$ cat src/rtl/ftm_pkg.sv
// Shared constants and types for the fault-tolerance checkpoint responder.
// Bus offsets, status bit positions and the response FSM encoding.
package ftm_pkg;

    localparam logic [7:0] FTM_REG_BASE = 8'h00;
    localparam logic [7:0] FTM_PC_OFF   = 8'h80;
    localparam logic [7:0] FTM_STAT_OFF = 8'h84;

    localparam int FTM_STAT_PEND   = 0;
    localparam int FTM_STAT_STICKY = 1;

    typedef enum logic [1:0] {
        IDLE,
        WAIT,
        RESP
    } ftm_resp_state_e;

endpackage

$ cat src/rtl/ftm_shadow_rf.sv
// Shadow register file: x1..x31 as flops, x0 hardwired to zero.
// One synchronous write port, one combinational read port.
module ftm_shadow_rf (
    input  logic        clk_i,
    input  logic        rst_ni,
    input  logic        we_i,
    input  logic [4:0]  waddr_i,
    input  logic [31:0] wdata_i,
    input  logic [4:0]  raddr_i,
    output logic [31:0] rdata_o
);

    logic [31:0] regs_q [31];
    logic [31:0] regs_d [31];

    always_comb begin
        regs_d = regs_q;
        if (we_i && waddr_i != 5'd0) begin
            regs_d[waddr_i - 5'd1] = wdata_i;
        end
    end

    always_ff @(posedge clk_i or negedge rst_ni) begin
        if (!rst_ni) begin
            for (int i = 0; i < 31; i++) begin
                regs_q[i] <= '0;
            end
        end else begin
            regs_q <= regs_d;
        end
    end

    assign rdata_o = (raddr_i == 5'd0) ? 32'd0 : regs_q[raddr_i - 5'd1];

endmodule

$ cat src/rtl/ftm_ckpt_responder.sv
// Lockstep write comparator, checkpoint commit and recovery bus responder.
// Agreed writes are staged, then committed to the shadow RF on retire.
module ftm_ckpt_responder
    import ftm_pkg::*;
#(
    parameter int unsigned RespLatency = 1,
    parameter logic [31:0] BootAddr    = 32'h0000_0080
) (
    input  logic        clk_i,
    input  logic        rst_ni,
    input  logic        we_a_i,
    input  logic        we_b_i,
    input  logic [4:0]  addr_a_i,
    input  logic [4:0]  addr_b_i,
    input  logic [31:0] data_a_i,
    input  logic [31:0] data_b_i,
    input  logic [31:0] pc_i,
    input  logic        valid_instr_exec_i,
    input  logic        freeze_i,
    input  logic        data_req_i,
    output logic        data_gnt_o,
    output logic        data_rvalid_o,
    input  logic        data_we_i,
    input  logic [3:0]  data_be_i,
    input  logic [31:0] data_addr_i,
    input  logic [31:0] data_wdata_i,
    output logic [31:0] data_rdata_o,
    output logic        data_err_o,
    output logic        mismatch_o,
    output logic [31:0] ckpt_pc_o
);

    localparam logic [1:0] WaitLd = 2'((RespLatency > 1) ? RespLatency - 2 : 0);

    ftm_resp_state_e state_q, state_d;
    logic [1:0]  cnt_q, cnt_d;
    logic [31:0] rdata_q, rdata_d;
    logic        err_q, err_d;
    logic        pend_valid_q, pend_valid_d;
    logic [4:0]  pend_addr_q, pend_addr_d;
    logic [31:0] pend_data_q, pend_data_d;
    logic [31:0] ckpt_pc_q, ckpt_pc_d;
    logic        sticky_q, sticky_d;
    logic        mismatch_q, mismatch_d;

    logic        div;
    logic        agree_wr;
    logic        commit;
    logic        stat_clr;
    logic [7:0]  off;
    logic [31:0] rf_rdata;
    logic [31:0] dec_rdata;
    logic        dec_err;
    logic [31:0] status;
    logic        is_mis, is_rf, is_pc, is_st;

    assign div = !freeze_i && ((we_a_i != we_b_i) ||
                 (we_a_i && (addr_a_i != addr_b_i || data_a_i != data_b_i)));
    assign agree_wr = !freeze_i && !div && we_a_i && addr_a_i != 5'd0;
    assign commit   = !freeze_i && !div && valid_instr_exec_i && pend_valid_q;

    // Commit drains the old entry before a same-cycle write restages it
    always_comb begin
        pend_valid_d = pend_valid_q;
        pend_addr_d  = pend_addr_q;
        pend_data_d  = pend_data_q;
        ckpt_pc_d    = ckpt_pc_q;
        if (freeze_i || div) begin
            pend_valid_d = 1'b0;
        end else begin
            if (commit) begin
                pend_valid_d = 1'b0;
                ckpt_pc_d    = pc_i;
            end
            if (agree_wr) begin
                pend_valid_d = 1'b1;
                pend_addr_d  = addr_a_i;
                pend_data_d  = data_a_i;
            end
        end
    end

    assign mismatch_d = div;
    assign sticky_d   = div ? 1'b1 : (stat_clr ? 1'b0 : sticky_q);

    ftm_shadow_rf u_shadow_rf (
        .clk_i   (clk_i),
        .rst_ni  (rst_ni),
        .we_i    (commit),
        .waddr_i (pend_addr_q),
        .wdata_i (pend_data_q),
        .raddr_i (off[6:2]),
        .rdata_o (rf_rdata)
    );

    assign off    = data_addr_i[7:0];
    assign is_mis = off[1:0] != 2'b00;
    assign is_rf  = !is_mis && (off[7] == FTM_REG_BASE[7]);
    assign is_pc  = off == FTM_PC_OFF;
    assign is_st  = off == FTM_STAT_OFF;

    always_comb begin
        status                  = '0;
        status[FTM_STAT_PEND]   = pend_valid_q;
        status[FTM_STAT_STICKY] = sticky_q;
    end

    always_comb begin
        dec_rdata = '0;
        dec_err   = 1'b0;
        stat_clr  = 1'b0;
        unique case (1'b1)
            is_rf: begin
                if (data_we_i) dec_err = 1'b1;
                else dec_rdata = rf_rdata;
            end
            is_pc: begin
                if (data_we_i) dec_err = 1'b1;
                else dec_rdata = ckpt_pc_q;
            end
            is_st: begin
                if (data_we_i) begin
                    stat_clr = data_gnt_o && data_be_i[0] && data_wdata_i[1];
                end else begin
                    dec_rdata = status;
                end
            end
            default: dec_err = 1'b1;
        endcase
    end

    assign data_gnt_o = data_req_i && (state_q != WAIT);

    always_comb begin
        state_d = state_q;
        cnt_d   = cnt_q;
        rdata_d = rdata_q;
        err_d   = err_q;
        unique case (state_q)
            IDLE, RESP: begin
                if (data_req_i) begin
                    rdata_d = dec_rdata;
                    err_d   = dec_err;
                    cnt_d   = WaitLd;
                    state_d = (RespLatency > 1) ? WAIT : RESP;
                end else begin
                    state_d = IDLE;
                end
            end
            WAIT: begin
                if (cnt_q == 2'd0) state_d = RESP;
                else cnt_d = cnt_q - 2'd1;
            end
            default: state_d = IDLE;
        endcase
    end

    always_ff @(posedge clk_i or negedge rst_ni) begin
        if (!rst_ni) begin
            state_q      <= IDLE;
            cnt_q        <= '0;
            rdata_q      <= '0;
            err_q        <= 1'b0;
            pend_valid_q <= 1'b0;
            pend_addr_q  <= '0;
            pend_data_q  <= '0;
            ckpt_pc_q    <= BootAddr;
            sticky_q     <= 1'b0;
            mismatch_q   <= 1'b0;
        end else begin
            state_q      <= state_d;
            cnt_q        <= cnt_d;
            rdata_q      <= rdata_d;
            err_q        <= err_d;
            pend_valid_q <= pend_valid_d;
            pend_addr_q  <= pend_addr_d;
            pend_data_q  <= pend_data_d;
            ckpt_pc_q    <= ckpt_pc_d;
            sticky_q     <= sticky_d;
            mismatch_q   <= mismatch_d;
        end
    end

    assign data_rvalid_o = state_q == RESP;
    assign data_rdata_o  = data_rvalid_o ? rdata_q : 32'd0;
    assign data_err_o    = data_rvalid_o && err_q;
    assign mismatch_o    = mismatch_q;
    assign ckpt_pc_o     = ckpt_pc_q;

    logic unused;
    assign unused = ^{data_addr_i[31:8], data_be_i[3:1],
                      data_wdata_i[31:2], data_wdata_i[0]};

endmodule
$ cat config.mk
export PLATFORM = sky130hd
export DESIGN_NAME = ftm_ckpt_responder
export DESIGN_NICKNAME = d
export VERILOG_FILES = /design/src/rtl/ftm_pkg.sv /design/src/rtl/ftm_shadow_rf.sv /design/src/rtl/ftm_ckpt_responder.sv
export SDC_FILE = /design/constraint.sdc
export NUM_CORES = 2
export LEC_CHECK = 0
export CORE_MARGIN = 3
export CORE_UTILIZATION = 40
export CTS_CLUSTER_DIAMETER = 200
export DETAILED_ROUTE_END_ITERATION = 12
export GPL_ROUTABILITY_DRIVEN = 0
export PLACE_DENSITY = 0.57
export SETUP_SLACK_MARGIN = 0.15
export SKIP_CTS_REPAIR_TIMING = 1
export SYNTH_ARGS = -nofsm -noshare
export SYNTH_HDL_FRONTEND = slang
export SYNTH_HIERARCHICAL = 1
export SYNTH_SLANG_ARGS = --single-unit
$ cat constraint.sdc
create_clock -name clk_i -period 6 [get_ports clk_i]
set_input_delay 0.6 -clock clk_i [delete_from_list [all_inputs] [get_ports clk_i]]
set_output_delay 0.6 -clock clk_i [all_outputs]
set_load 0.02 [all_outputs]
Word level (Yosys, flattened, before mapping)
Index checks and enable logic that the tools add are counted.
W data, S select, Z words.
Word-level totals
  bits in registers: 1101
  bits of input ports: 182
  output and inout port bits: 68
  word-level logic and storage cells: 124
Operators by class
  add/sub/neg operators: 3
  $lt $le $gt $ge: 3
  equal/unequal tests: 11
  muxes and demuxes: 27
  bitwise gates (word level): 4
  reductions and logical operators: 35
Operator list (number)
  $bwmux W992: 1
  $mux W32: 7
  $bmux W32 S5: 1
  $demux W32 S5: 1
  $pmux W32 S3: 1
  $ne A32 B32 Y1: 1
  $eq A8 B8 Y1 const B: 2
  $logic_and A1 B1 Y1: 14
  $ge A6 B6 Y1 const B: 2
  $not A5 Y6: 2
  $mux W2: 5
  $reduce_bool A5 Y1: 2
  $sub A5 B1 Y5 const B: 2
  $mux W1: 8
  $pmux W2 S2: 2
  $lt A6 B1 Y1 const B: 1
  $ne A2 B2 Y1 const B: 3
  $reduce_and A2 Y1: 3
  $reduce_bool A2 Y1: 3
  $logic_not A5 Y1: 1
  $ne A5 B5 Y1: 1
  $logic_not A2 Y1: 2
  $reduce_or A2 Y1: 2
  $logic_not A1 Y1: 3
  10 further kinds: 13

Logic depth before layout (Yosys ltp)
  depth in word-level cells: 12
  gate-level depth with buffers: 13
  depth with buffers taken out: 10

Hierarchy
The synthesis kept the hierarchy.
Modules (own cells, without submodules)
  ftm_shadow_rf: times used 1, cells an instance 2911, area each 45583.7 sq um, sequential area each 24823.8 sq um
  ftm_ckpt_responder: times used 1, cells an instance 417, area each 5081.1 sq um, sequential area each 2653.8 sq um

Least setup slack after synthesis
No wires, ideal clock.
  kind: input -> register
  start point: input port addr_b_i[0]
  end point: register u_shadow_rf/regs_q[385] in the netlist's numbering
  library setup time: 0.125 ns
  arrival time: 3.335 ns
  data required time: 5.875 ns
  slack: 2.540 ns
  stages: 13
  buffers on the path: 3
  cells stage by stage: nor2b_1 > a2111oi_2 > nand4_1 > nor4_4 > o21ai_4 > buf_6 > inv_1 > nand2b_1 > nor3b_1 > and3_1 > clkbuf_1 > buf_2 > mux2_2
Between the ends
  word-level cells in the longest chain between the ends: 10
Ends and longest elaborated chain
  from (decl): RTL line ftm_ckpt_responder.sv:14  | input logic [4:0] addr_b_i,
  $ne A5 B5 Y1: RTL line ftm_ckpt_responder.sv:58  | (we_a_i && (addr_a_i != addr_b_i || data_a_i != data_b_i)));
  $logic_or A1 B1 Y1: RTL line ftm_ckpt_responder.sv:58
  $logic_and A1 B1 Y1: RTL line ftm_ckpt_responder.sv:58
  $logic_or A1 B1 Y1: RTL line ftm_ckpt_responder.sv:57  | assign div = !freeze_i && ((we_a_i != we_b_i) ||
  $logic_and A1 B1 Y1: RTL line ftm_ckpt_responder.sv:57
  $logic_not A1 Y1: RTL line ftm_ckpt_responder.sv:60  | assign commit = !freeze_i && !div && valid_instr_exec_i && pend_valid_q;
  $logic_and A1 B1 Y1 (3 in series): RTL line ftm_ckpt_responder.sv:60
  net commit: RTL line ftm_ckpt_responder.sv:48  | logic commit;
  $logic_and A1 B1 Y1: RTL line ftm_shadow_rf.sv:18  | if (we_i && waddr_i != 5'd0) begin
  to (signal assigned): RTL line ftm_shadow_rf.sv:29  | regs_q <= regs_d;
  to (decl): RTL line ftm_shadow_rf.sv:13  | logic [31:0] regs_q [31];
The timed path passes the listed nets, and every way through them passes these cells.
A chain may end at the register's enable or synchronous reset.

Worst setup path in the final report
  start point: input port addr_a_i[1]
  end point: register u_shadow_rf/regs_q[717] in the netlist's numbering
Between the ends
  word-level cells in the longest chain between the ends: 10
Ends and longest elaborated chain
  from (decl): RTL line ftm_ckpt_responder.sv:13  | input logic [4:0] addr_a_i,
  $ne A5 B5 Y1: RTL line ftm_ckpt_responder.sv:58
  $logic_or A1 B1 Y1: RTL line ftm_ckpt_responder.sv:58
  $logic_and A1 B1 Y1: RTL line ftm_ckpt_responder.sv:58
  $logic_or A1 B1 Y1: RTL line ftm_ckpt_responder.sv:57
  $logic_and A1 B1 Y1: RTL line ftm_ckpt_responder.sv:57
  $logic_not A1 Y1: RTL line ftm_ckpt_responder.sv:60
  $logic_and A1 B1 Y1 (3 in series): RTL line ftm_ckpt_responder.sv:60
  net commit: RTL line ftm_ckpt_responder.sv:48
  $logic_and A1 B1 Y1: RTL line ftm_shadow_rf.sv:18
The timed path passes the listed nets, and every way through them passes these cells.

==> metrics.md <==
| Metric | Value |
|---|---|
| TNS Setup | 0 ns |
| CTS Sinks | 1,098 |
| Met2 Usage GRT | 0.369 |
| Initial Utilization | 0.406 |
| WP data arrival | 5.70 ns |
| CTS tree | built |
| Top_reg_cell synth | dfrtp_1 |
| First-pass GRT wire length | 222,000 um |
| Via count | 30,400 |
| Total gr overflow | 0 |
| HPWL after DPL | 92,200 um |
| IO Count | 250 |
| CP max FO | 20 |
| Final setup vio count | 0 |
| Clock H-tree levels | 3 |
| Worst path required time | 6.58 ns |
| Critical Path End Type | flop |
| Clk network pwr share | 0.473 |
| Syn avg cell area | 15.2 sq um |
| Reg-to-reg slack, setup | 2.98 ns |
| Synth area leader | dfrtp_1 |
| Global route hottest layer | met2 |
| Slew Viols, Final | 0 |
| Core Area | 125,000 sq um |
| Post-synth net total | 3,511 |
| Total Routed Length | 150,000 um |
| Layout area overhead | 15.4% |
| EDFF count, synth | 0 |
| Max Buffers Root-to-Sink | 3 |
| Mapped Area | 50,700 sq um |
| DP Worst Slack | 0.191 ns |
| Layout cell share with drive strength beyond 1 | 0.499 |
| Vias in the first global route | 33,300 |
| Endpoints failing hold | 8 |
| Internal Power | 12.1 mW |
| Layout net count | 3,587 |
| Violated checks | hold timing |
| RSZ-0062 raised after global routing | no |
| Top-area cell type share of the netlist area | 0.542 |
| PwrDens | 266 nW/um^2 |
| Async set-reset flop share out of synthesis | 1.00 |
| Switching part of the total | 0.226 |
| Die W | 362 um |
| GRT Util Overall | 0.228 |
| Vias per inst | 5.92 |
| Synthesized flop and latch total | 1,098 |
| Combinational share of power | 0.052 |
| Full die area | 131,000 sq um |
| Clk_lat worst skew | 0.70 ns |
| Met1 Usage GRT | 0.313 |
| Worst-Margin Slew | 1.31 ns |
| Port Buffers | 191 |
| Min-delay worst type | in -> async |
| Root Buffer | clkbuf_16 |
| N_diodes | 0 |
| Status | finished with violations |
| Layout fillers | 10,700 |
| ANT nets after route | 0 |
| Hold Slack | -0.00743 ns |
| Ys Warns | 6 |
| Cts bufs inserted | 118 |
| P_sw | 3.52 mW |
| Initial antenna violation count | 4 |
| Peak VDD IR | 0.207 mV |
| Total power | 15.6 mW |
| Fmax | 0.196 GHz |
| Yosys cell types | 60 |
| Synth Instances | 3,328 |
| Max-slew headroom | 0.127 |
| CTS clk-pin slew, worst paths | 0.06 ns |
| Routed len/inst | 29.1 um |
| Number of DRC markers in iteration 0 | 2,189 |
| Clock Skew | 0.0242 ns |
| Largest net degree at the start of global routing | 168 |
| Final Critical Period | 5.11 ns |
| DRC | 0 |
| Pleak | 27.7 nW |
| Register area share after synthesis | 0.542 |
| Startpoint types | input pin |
| Top area cells in the synthesized netlist | dfrtp_1 54%, mux2_2 25%, mux4_2 10% |
| Met3 Track Usage GR | 0.0456 |
| Die height | 362 um |
| CP Class | in -> reg |
| DRT Pass-1 Iters | 5 |
| Setup slack after layout | 0.885 ns |
| Seq pwr share | 0.476 |
| Final worst-path cycle share | 0.852 |
| # rows | 129 |
| Max-cap violations | 0 |
-- Yosys cell counts, types with 29 or more instances --
cell       instances
a22oi_1           31
inv_1             43
a221o_1           31
buf_1             37
mux2_2          1145
o2111ai_1         32
mux4_2           225
buf_2             93
o21ai_0           62
clkbuf_1         188
dfrtp_1         1097
o211ai_1          31
o22ai_1           32
nand4_1           34
xor2_1            33
and2_1            34
mux2_4            29
-- layout make-up --
cell class                      instances  area, sq um  area share
Clock buffer                          181         3620      0.0620
Multi-Input combinational cell       1856        21900       0.374
Inverter                               43          161     0.00276
Tap cell                             1637         2050      0.0350
Sequential cell                      1098        27500       0.470
Timing Repair Buffer                  287         2920      0.0500
Clock inverter                         36          370     0.00633
-- per-stage QoR --
stage               instance area [sq um]  hold slack (ns)  cells   util
finish                              58500         -0.00743   5138  0.469
global route                        58500           0.0216   5138  0.469
CTS                                 58500          -0.0174   5138  0.469
detailed placement                  54500            0.480   4921  0.437
global placement                    54500            0.462   4920  0.437
floorplan                           50700            0.304   3328      -
-- placed cells by master, fill, tap and decap left out, types with 32 or more instances in the layout --
master | netlist | final
mux2_2 | 1145 | 1145
dfrtp_1 | 1097 | 1097
mux4_2 | 225 | 225
clkdlybuf4s50_1 | 0 | 187
clkbuf_16 | 0 | 122
buf_4 | 6 | 74
o21ai_0 | 62 | 62
inv_1 | 43 | 43
clkbuf_8 | 0 | 35
and2_1 | 34 | 34
nand4_1 | 34 | 34
xor2_1 | 33 | 32
o22ai_1 | 32 | 32
-- registers in the layout (all words and copies together), names as in the netlist --
register            cells
ckpt_pc_o              32
err_q                   1
mismatch_o              1
pend_addr_q             5
pend_data_q            32
pend_valid_q            1
rdata_q                32
state_q                 1
sticky_q                1
u_shadow_rf/regs_q    992
-- logic make-up (layout without fill, tap and decap cells) --
| logic type | Yosys count | count (layout) | share of synthesized area |
|---|---|---|---|
| DFF | 1098 | 1098 | 0.542 |
| buffers and inverters | 374 | 547 | 0.0315 |
| muxes | 1412 | 1412 | 0.366 |
| and+or+nand+nor | 163 | 163 | 0.0189 |
| adders and majority gates | 1 | 1 | 0.000247 |
| AOI/OAI and AO/OA | 242 | 242 | 0.0345 |
| xor gates and xnor gates | 38 | 38 | 0.00657 |
-- power groups by stage --
| stage | sequential [mW] | clock [mW] | combinational [mW] |
|---|---|---|---|
| finish | 7.41 | 7.36 | 0.806 |
| floorplan | 7.55 | 0 | 0.333 |
| detailed placement | 7.54 | 0 | 0.821 |
| CTS | 7.41 | 7.55 | 0.822 |
| global route | 7.40 | 7.84 | 0.866 |
| global placement | 7.54 | 0 | 0.806 |
-- metal layers --
| metal | part of all wire | vias up |
|---|---|---|
| li1 | - | 12600 |
| met1 | 0.44 | 16700 |
| met2 | 0.47 | 900 |
| met3 | 0.058 | 212 |
| met4 | 0.027 | 0 |
| met5 | 0 | - |
-- critical path, cell delays in order --
cell	delay (ns)
clkdlybuf4s50_1	0.83
xor2_1	0.31
nor4_1	0.33
nand4_1	0.70
nor4_4	0.56
o21ai_4	0.10
inv_1	0.16
nand4b_1	0.37
or3_2	0.86
buf_4	0.43
mux2_2	0.36
-- path summary, 6_finish.rpt --
check / startpoint / to / cells past startpoint
max: addr_a_i[1] / u_shadow_rf/regs_q[717] / 11
min: rst_ni / u_shadow_rf/regs_q[534] / 1
max reg2reg: pend_valid_q / u_shadow_rf/regs_q[717] / 7
min reg2reg: u_shadow_rf/regs_q[166] / u_shadow_rf/regs_q[166] / 1
max in group asynchronous: rst_ni / u_shadow_rf/regs_q[28] / 2
min in group clk_i: u_shadow_rf/regs_q[166] / u_shadow_rf/regs_q[166] / 1
No activity file was read; power rests on OpenSTA's default activity.
